==> src/rtl/sys_defs.svh <==
// System-wide defines shared by the BTB slice.
`ifndef SYS_DEFS_SVH
`define SYS_DEFS_SVH

`define XLEN 32

`endif

==> src/rtl/btb_pkg.sv <==
// Shared types for the set-associative branch target buffer.
package btb_pkg;

`include "sys_defs.svh"

  localparam int XLEN = `XLEN;

  // One BTB way. The tag is kept at full XLEN width, holding pc >> (IDX+2)
  // zero-extended, so the struct does not depend on the set count.
  typedef struct packed {
    logic            valid;
    logic [XLEN-1:0] tag;
    logic [XLEN-1:0] target;
  } btb_entry_t;

  // Flush walk controller states.
  typedef enum logic [0:0] {
    ST_IDLE  = 1'b0,
    ST_FLUSH = 1'b1
  } btb_state_t;

endpackage

==> src/rtl/btb_lru.sv <==
// True-LRU age update for one set: the accessed way becomes age 0 and
// every way younger than it ages by one; older ways keep their age.
module btb_lru #(
  parameter int  WAYS = 2,
  localparam int AW   = $clog2(WAYS)
) (
  input  logic [WAYS-1:0][AW-1:0] age_in,
  input  logic [AW-1:0]           way,
  output logic [WAYS-1:0][AW-1:0] age_out
);

  // Ages stay a permutation of 0..WAYS-1 because only younger ways move up.
  always_comb begin
    age_out = age_in;
    for (int w = 0; w < WAYS; w++) begin
      if (AW'(w) == way) begin
        age_out[w] = '0;
      end else if (age_in[w] < age_in[way]) begin
        age_out[w] = age_in[w] + 1'b1;
      end
    end
  end

endmodule

==> src/rtl/btb_assoc.sv <==
// Set-associative branch target buffer with registered lookup, true-LRU
// replacement, single-entry invalidation and a one-set-per-cycle flush walk.
module btb_assoc
  import btb_pkg::*;
#(
  parameter int SETS = 16,
  parameter int WAYS = 2
) (
  input  logic            clock,
  input  logic            reset,
  input  logic            write_enable,
  input  logic [XLEN-1:0] write_source_pc,
  input  logic [XLEN-1:0] write_dest_pc,
  input  logic            inval_enable,
  input  logic [XLEN-1:0] inval_pc,
  input  logic            flush,
  input  logic [XLEN-1:0] query_pc,
  output logic            hit,
  output logic [XLEN-1:0] target_pc,
  output logic            busy
);

  localparam int IDX = $clog2(SETS);
  localparam int AW  = $clog2(WAYS);

  typedef logic [WAYS-1:0][AW-1:0] age_vec_t;

  btb_entry_t     entries [SETS][WAYS];
  age_vec_t       ages    [SETS];
  btb_state_t     state;
  logic [IDX-1:0] cnt;

  logic [IDX-1:0]  q_idx, w_idx, i_idx;
  logic [XLEN-1:0] q_tag, w_tag, i_tag;

  logic [WAYS-1:0] q_match;
  logic [AW-1:0]   q_way;
  logic            w_found, w_free;
  logic [AW-1:0]   w_match_way, w_free_way, victim, w_way;
  logic            i_found;
  logic [AW-1:0]   i_way;

  logic            accept, q_upd, do_inval, do_write, same_target;
  age_vec_t        q_age_new, w_age_base, w_age_new;

  assign q_idx = query_pc[IDX+1:2];
  assign w_idx = write_source_pc[IDX+1:2];
  assign i_idx = inval_pc[IDX+1:2];
  assign q_tag = query_pc >> (IDX + 2);
  assign w_tag = write_source_pc >> (IDX + 2);
  assign i_tag = inval_pc >> (IDX + 2);

  // Query tag compare against the pre-update array; hit needs exactly one match.
  always_comb begin
    q_match = '0;
    q_way   = '0;
    for (int w = 0; w < WAYS; w++) begin
      if (entries[q_idx][w].valid && (entries[q_idx][w].tag == q_tag)) begin
        q_match[w] = 1'b1;
        q_way      = AW'(w);
      end
    end
  end

  // Write-side lookup: matching way for in-place update, lowest invalid way for allocation.
  always_comb begin
    w_found     = 1'b0;
    w_match_way = '0;
    w_free      = 1'b0;
    w_free_way  = '0;
    for (int w = WAYS - 1; w >= 0; w--) begin
      if (entries[w_idx][w].valid && (entries[w_idx][w].tag == w_tag)) begin
        w_found     = 1'b1;
        w_match_way = AW'(w);
      end
      if (!entries[w_idx][w].valid) begin
        w_free     = 1'b1;
        w_free_way = AW'(w);
      end
    end
  end

  // Invalidation lookup.
  always_comb begin
    i_found = 1'b0;
    i_way   = '0;
    for (int w = 0; w < WAYS; w++) begin
      if (entries[i_idx][w].valid && (entries[i_idx][w].tag == i_tag)) begin
        i_found = 1'b1;
        i_way   = AW'(w);
      end
    end
  end

  // Flush outranks invalidation, which outranks a write to the same entry.
  assign busy        = (state == ST_FLUSH);
  assign accept      = !busy && !flush;
  assign q_upd       = accept && $onehot(q_match);
  assign do_inval    = accept && inval_enable && i_found;
  assign same_target = inval_enable && (i_idx == w_idx) && (i_tag == w_tag);
  assign do_write    = accept && write_enable && !same_target;

  btb_lru #(.WAYS(WAYS)) u_lru_query (
    .age_in  (ages[q_idx]),
    .way     (q_way),
    .age_out (q_age_new)
  );

  // A same-cycle query hit in the write's set counts as the older access.
  assign w_age_base = (q_upd && (q_idx == w_idx)) ? q_age_new : ages[w_idx];

  // Victim is the oldest way, the one holding age WAYS-1.
  always_comb begin
    victim = '0;
    for (int w = 0; w < WAYS; w++) begin
      if (w_age_base[w] == AW'(WAYS - 1)) begin
        victim = AW'(w);
      end
    end
  end

  assign w_way = w_found ? w_match_way : (w_free ? w_free_way : victim);

  btb_lru #(.WAYS(WAYS)) u_lru_write (
    .age_in  (w_age_base),
    .way     (w_way),
    .age_out (w_age_new)
  );

  // Array and age storage: flush walk clears a set, otherwise apply hit/inval/write.
  always_ff @(posedge clock or negedge reset) begin
    if (!reset) begin
      for (int s = 0; s < SETS; s++) begin
        for (int w = 0; w < WAYS; w++) begin
          entries[s][w] <= '0;
          ages[s][w]    <= AW'(w);
        end
      end
    end else if (busy) begin
      for (int w = 0; w < WAYS; w++) begin
        entries[cnt][w].valid <= 1'b0;
      end
    end else begin
      if (q_upd) begin
        ages[q_idx] <= q_age_new;
      end
      if (do_inval) begin
        entries[i_idx][i_way].valid <= 1'b0;
      end
      if (do_write) begin
        entries[w_idx][w_way].valid  <= 1'b1;
        entries[w_idx][w_way].tag    <= w_tag;
        entries[w_idx][w_way].target <= write_dest_pc;
        ages[w_idx]                  <= w_age_new;
      end
    end
  end

  // Flush walk controller: one set per cycle, back to idle after the last set.
  always_ff @(posedge clock or negedge reset) begin
    if (!reset) begin
      state <= ST_IDLE;
      cnt   <= '0;
    end else begin
      case (state)
        ST_IDLE: begin
          if (flush) begin
            state <= ST_FLUSH;
          end
        end
        ST_FLUSH: begin
          cnt <= cnt + 1'b1;
          if (cnt == IDX'(SETS - 1)) begin
            state <= ST_IDLE;
          end
        end
        default: state <= ST_IDLE;
      endcase
    end
  end

  // Registered lookup result, zero target on miss.
  always_ff @(posedge clock or negedge reset) begin
    if (!reset) begin
      hit       <= 1'b0;
      target_pc <= '0;
    end else begin
      hit       <= q_upd;
      target_pc <= q_upd ? entries[q_idx][q_way].target : '0;
    end
  end

endmodule

==> config.mk <==
export PLATFORM = sky130hd
export DESIGN_NAME = btb_assoc
export DESIGN_NICKNAME = d
export VERILOG_FILES = /design/src/rtl/btb_pkg.sv /design/src/rtl/btb_lru.sv /design/src/rtl/btb_assoc.sv
export VERILOG_INCLUDE_DIRS = /design/src /design/src/rtl
export SDC_FILE = /design/constraint.sdc
export NUM_CORES = 2
export LEC_CHECK = 0
export ABC_AREA = 1
export CAP_MARGIN = 5
export CORE_MARGIN = 2
export CORE_UTILIZATION = 30
export DETAILED_ROUTE_END_ITERATION = 8
export HOLD_SLACK_MARGIN = 0.06
export SETUP_SLACK_MARGIN = 0.05
export SYNTH_ARGS = -nofsm -noshare
export SYNTH_HDL_FRONTEND = slang
export SYNTH_SLANG_ARGS = --single-unit
==> constraint.sdc <==
create_clock -name clock -period 3.74 [get_ports clock]
set_input_delay 0.561 -clock clock [delete_from_list [all_inputs] [get_ports clock]]
set_output_delay 0.561 -clock clock [all_outputs]
set_load 0.05 [all_outputs]
==> results.py <==
metrics = {
    "clock_network": {
        "clock-sinks": 1958,
        "clk_pin_slew_ns": 0.06,
        "cts-root-buf": "clkbuf_16",
        "clock_latency_ns": 0.95,
        "numCtsBuffers": 210,
        "cts_buffer_depth": 4,
        "h-tree-depth": 4,
        "cts_tree": "done",
    },
    "pwr": {
        "p_comb_share_pct": 17.6,
        "internal_power_mw": 37.7,
        "p_sw_share_pct": 30.8,
        "peakVddDrop_v": 0.000400,
        "p_per_area_nw_per_um2": 408,
        "clkPwrFrac_pct": 41.0,
        "seqPwrFrac_pct": 41.4,
        "p_leak_nw": 59.2,
        "power_switching_mw": 16.8,
    },
    "cells_and_area": {
        "final_common_cell": "nand2_1",
        "drive_gt1_share_pct": 17.5,
        "final.fill_count": 34962,
        "fin_util_pct": 39.0,
        "mostFrequentLayoutCells": "4,923 x nand2_1, 1,935 x dfrtp_1, 1,518 x o21ai_0",
        "finish.net_count": 14507,
        "syn_to_final_growth_pct": 29.4,
    },
    "flow_run": {
        "maxCapViolCount": 0,
    },
    "worst_setup_path": {
        "required_ns": 4.50,
        "worstReg2RegEnd": "entries[1169]",
        "slowest_stage": "clkbuf_16",
        "path_class": "primary input to register",
        "crit_start": "query_pc[2]",
        "reg2reg_depth": 28,
        "cp_max_fo": 13,
        "endpoint_kind": "register",
        "rrSetupSlack_ns": -0.10,
        "critPathLaunchType": "primary input",
        "timing.rr.start": "entries[1095]",
        "critPathArrivalTime_ns": 4.65,
        "max_stage_delay_ns": 0.26,
    },
    "timing": {
        "hold_viol_final": 0,
        "fin_ws_ns": -0.150,
        "fin_crit_sh_pct": 104,
        "fin_worst_skew_ns": 0.0853,
        "max_freq_mhz": 257,
        "rsz0062_at_grt": "yes",
        "whs_ns": 0.151,
        "setup_violations": 181,
        "period_minus_slack_ns": 3.89,
        "setup_tns_ns": -7.23,
        "slew_violations": 0,
        "worst_pin_slew_ns": 1.13,
        "slew_headroom_pct": 24.5,
    },
    "routing": {
        "dr.pass1.iters": 7,
        "vias_per_cell": 5.63,
        "met2_length_um": 208000,
        "wl_per_cell_um": 26.5,
        "num_vias": 107552,
        "drt_iter0_markers": 14519,
        "drc": 0,
        "wl_met1_um": 204000,
        "highest_layer": "met5",
        "wl_um": 506000,
        "route.met3.wl_um": 64600,
        "ant_nets": 0,
    },
    "global_route": {
        "antenna_found_initial": 18,
        "grt_max_degree": 155,
        "grt_pass1_wl_um": 694000,
        "grt_pass1_vias": 98325,
        "grt.total_usage_pct": 26.6,
        "overflow": 0,
    },
    "yosys": {
        "synth_seq_area_share_pct": 47.5,
        "syn_area_sq_um": 103000,
        "synth_edf_count": 0,
        "netlist_instances": 13524,
        "synth.avg_cell_area_sq_um": 7.63,
        "synth.top_cell.area_share_pct": 47.1,
        "synth_top_cell_by_area": "dfrtp_1",
        "yosys_register_bits": 1958,
        "synth.distinct_cells": 49,
        "yosysWarnings": 0,
        "async_flop_share_pct": 100,
        "ys_top_cells_by_area": "dfrtp_1 47%, nand2_1 19%, o21ai_0 7.7%, o221ai_1 4.0%, o21ai_1 3.2%",
        "syn_nets": 13661,
        "synth_ff_type": "dfrtp_1",
    },
    "die": {
        "num_io_pins": 167,
        "fp.dieArea_sq_um": 349000,
        "fp.coreArea_sq_um": 343000,
        "die_h_um": 591,
        "initial_core_util_pct": 30.1,
        "die-width_um": 591,
        "rows": 215,
    },
    "placement": {
        "hpwl_um": 310000,
        "port-buffer-count": 160,
        "routabilityCongestion": 1.04,
        "place_ws_ns": -1.52,
    },
    "run_status": {
        "status": "finished with violations",
        "failed_checks": "setup timing",
    },
    "hold_path": {
        "hold_class": "primary input to async pin",
    },
}
sequential cells by signal, indices dropped and copies added, names as in the netlist:
register	cells
hit	1
entries	1888
ages	32
cnt	4
target_pc	32
busy	1
layer usage:
metal / vias up / track usage, %
met5: - / 0
met4: 6 / 11.6
met3: 1332 / 6.80
met2: 6876 / 38.4
met1: 51877 / 37.3
li1: 47461 / -
power groups by stage:
stage | clock, mW | combinational, mW | sequential, mW
CTS | 22.4 | 8.94 | 22.5
detailed placement | 0 | 8.71 | 22.9
global placement | 0 | 8.69 | 22.9
finish | 22.3 | 9.59 | 22.6
global route | 23.3 | 10.1 | 22.7
floorplan | 0 | 4.26 | 22.7
cells in the mapped netlist (11+ instances only):
cell type	count
o22a_1	44
nand3_4	20
buf_1	104
o21ai_1	656
a22oi_1	426
nor2_1	415
o21ai_0	1592
buf_6	60
xor2_1	38
nand4_1	94
a21oi_1	41
nand3_2	19
dfstp_2	16
nand3_1	121
buf_2	264
buf_4	23
nand2_1	5155
nor3_1	59
clkbuf_1	695
a41oi_1	17
o22ai_1	477
o221ai_1	470
o211ai_1	19
inv_1	618
inv_2	14
xnor2_1	11
a211oi_1	26
dfrtp_1	1942
a221oi_1	22
worst max-delay path by stage:
stage / cells after the start / slack, ns / to
final: 32 / -0.15 / entries[1169]
after CTS: 29 / -0.06 / entries[1949]
after global routing: 27 / -0.19 / entries[1548]
after floorplan: 20 / 0.28 / entries[310]
after global placement: 24 / -1.52 / entries[1885]
after detailed placement: 24 / -1.52 / entries[66]
area by class of cell:
type                       count  area (sq um)  share of cell area, %
timing repair inverter         2          20.0                 0.0150
timing repair buffer        1778         20300                   15.2
sequential                  1958         49000                   36.7
tap                         4557          5700                   4.27
multi-input combinational   9786         48900                   36.6
clock inverter                70           923                  0.691
inverter                     634          2480                   1.85
clock buffer                 301          6190                   4.63
antenna                       22          55.1                 0.0412
worst max-delay path: cells and delay by family:
kind	cells	cell delay, ns
buffers and inverters	12	2.00
and+or+nand+nor	20	2.02
per-stage QoR:
step	cell area, sq um	std cells	total power, mW
4_1_cts	129000	18906	53.9
3_3_place_gp	120000	18456	31.6
2_1_floorplan	103000	13524	27.0
6_report	134000	19108	54.5
5_1_grt	134000	19094	56.0
3_5_place_dp	120000	18456	31.6
what timing repair did:
item	4_1_cts	5_1_grt
resized for setup	147	670
hold endpoints to repair	541	0
endpoints found under the setup margin	1920	1919
gates cloned	25	65
pin swaps	16	81
hold buffers	1	0
buffers inserted	53	122
cells by family (layout without fill, tap and decap cells):
group | after synthesis | after routing | synth area share [%]
other | 0 | 22 | 0
AND/OR/NAND/NOR | 5916 | 5916 | 22.4
adder cells (fa/ha/maj) | 4 | 4 | 0.0485
flip-flops | 1958 | 1958 | 47.5
buffers and inverters | 1780 | 2785 | 7.31
AO/OA/AOI/OAI | 3817 | 3817 | 22.3
XOR/XNOR | 49 | 49 | 0.416
Note: power is estimated with default switching activity, not from simulation.
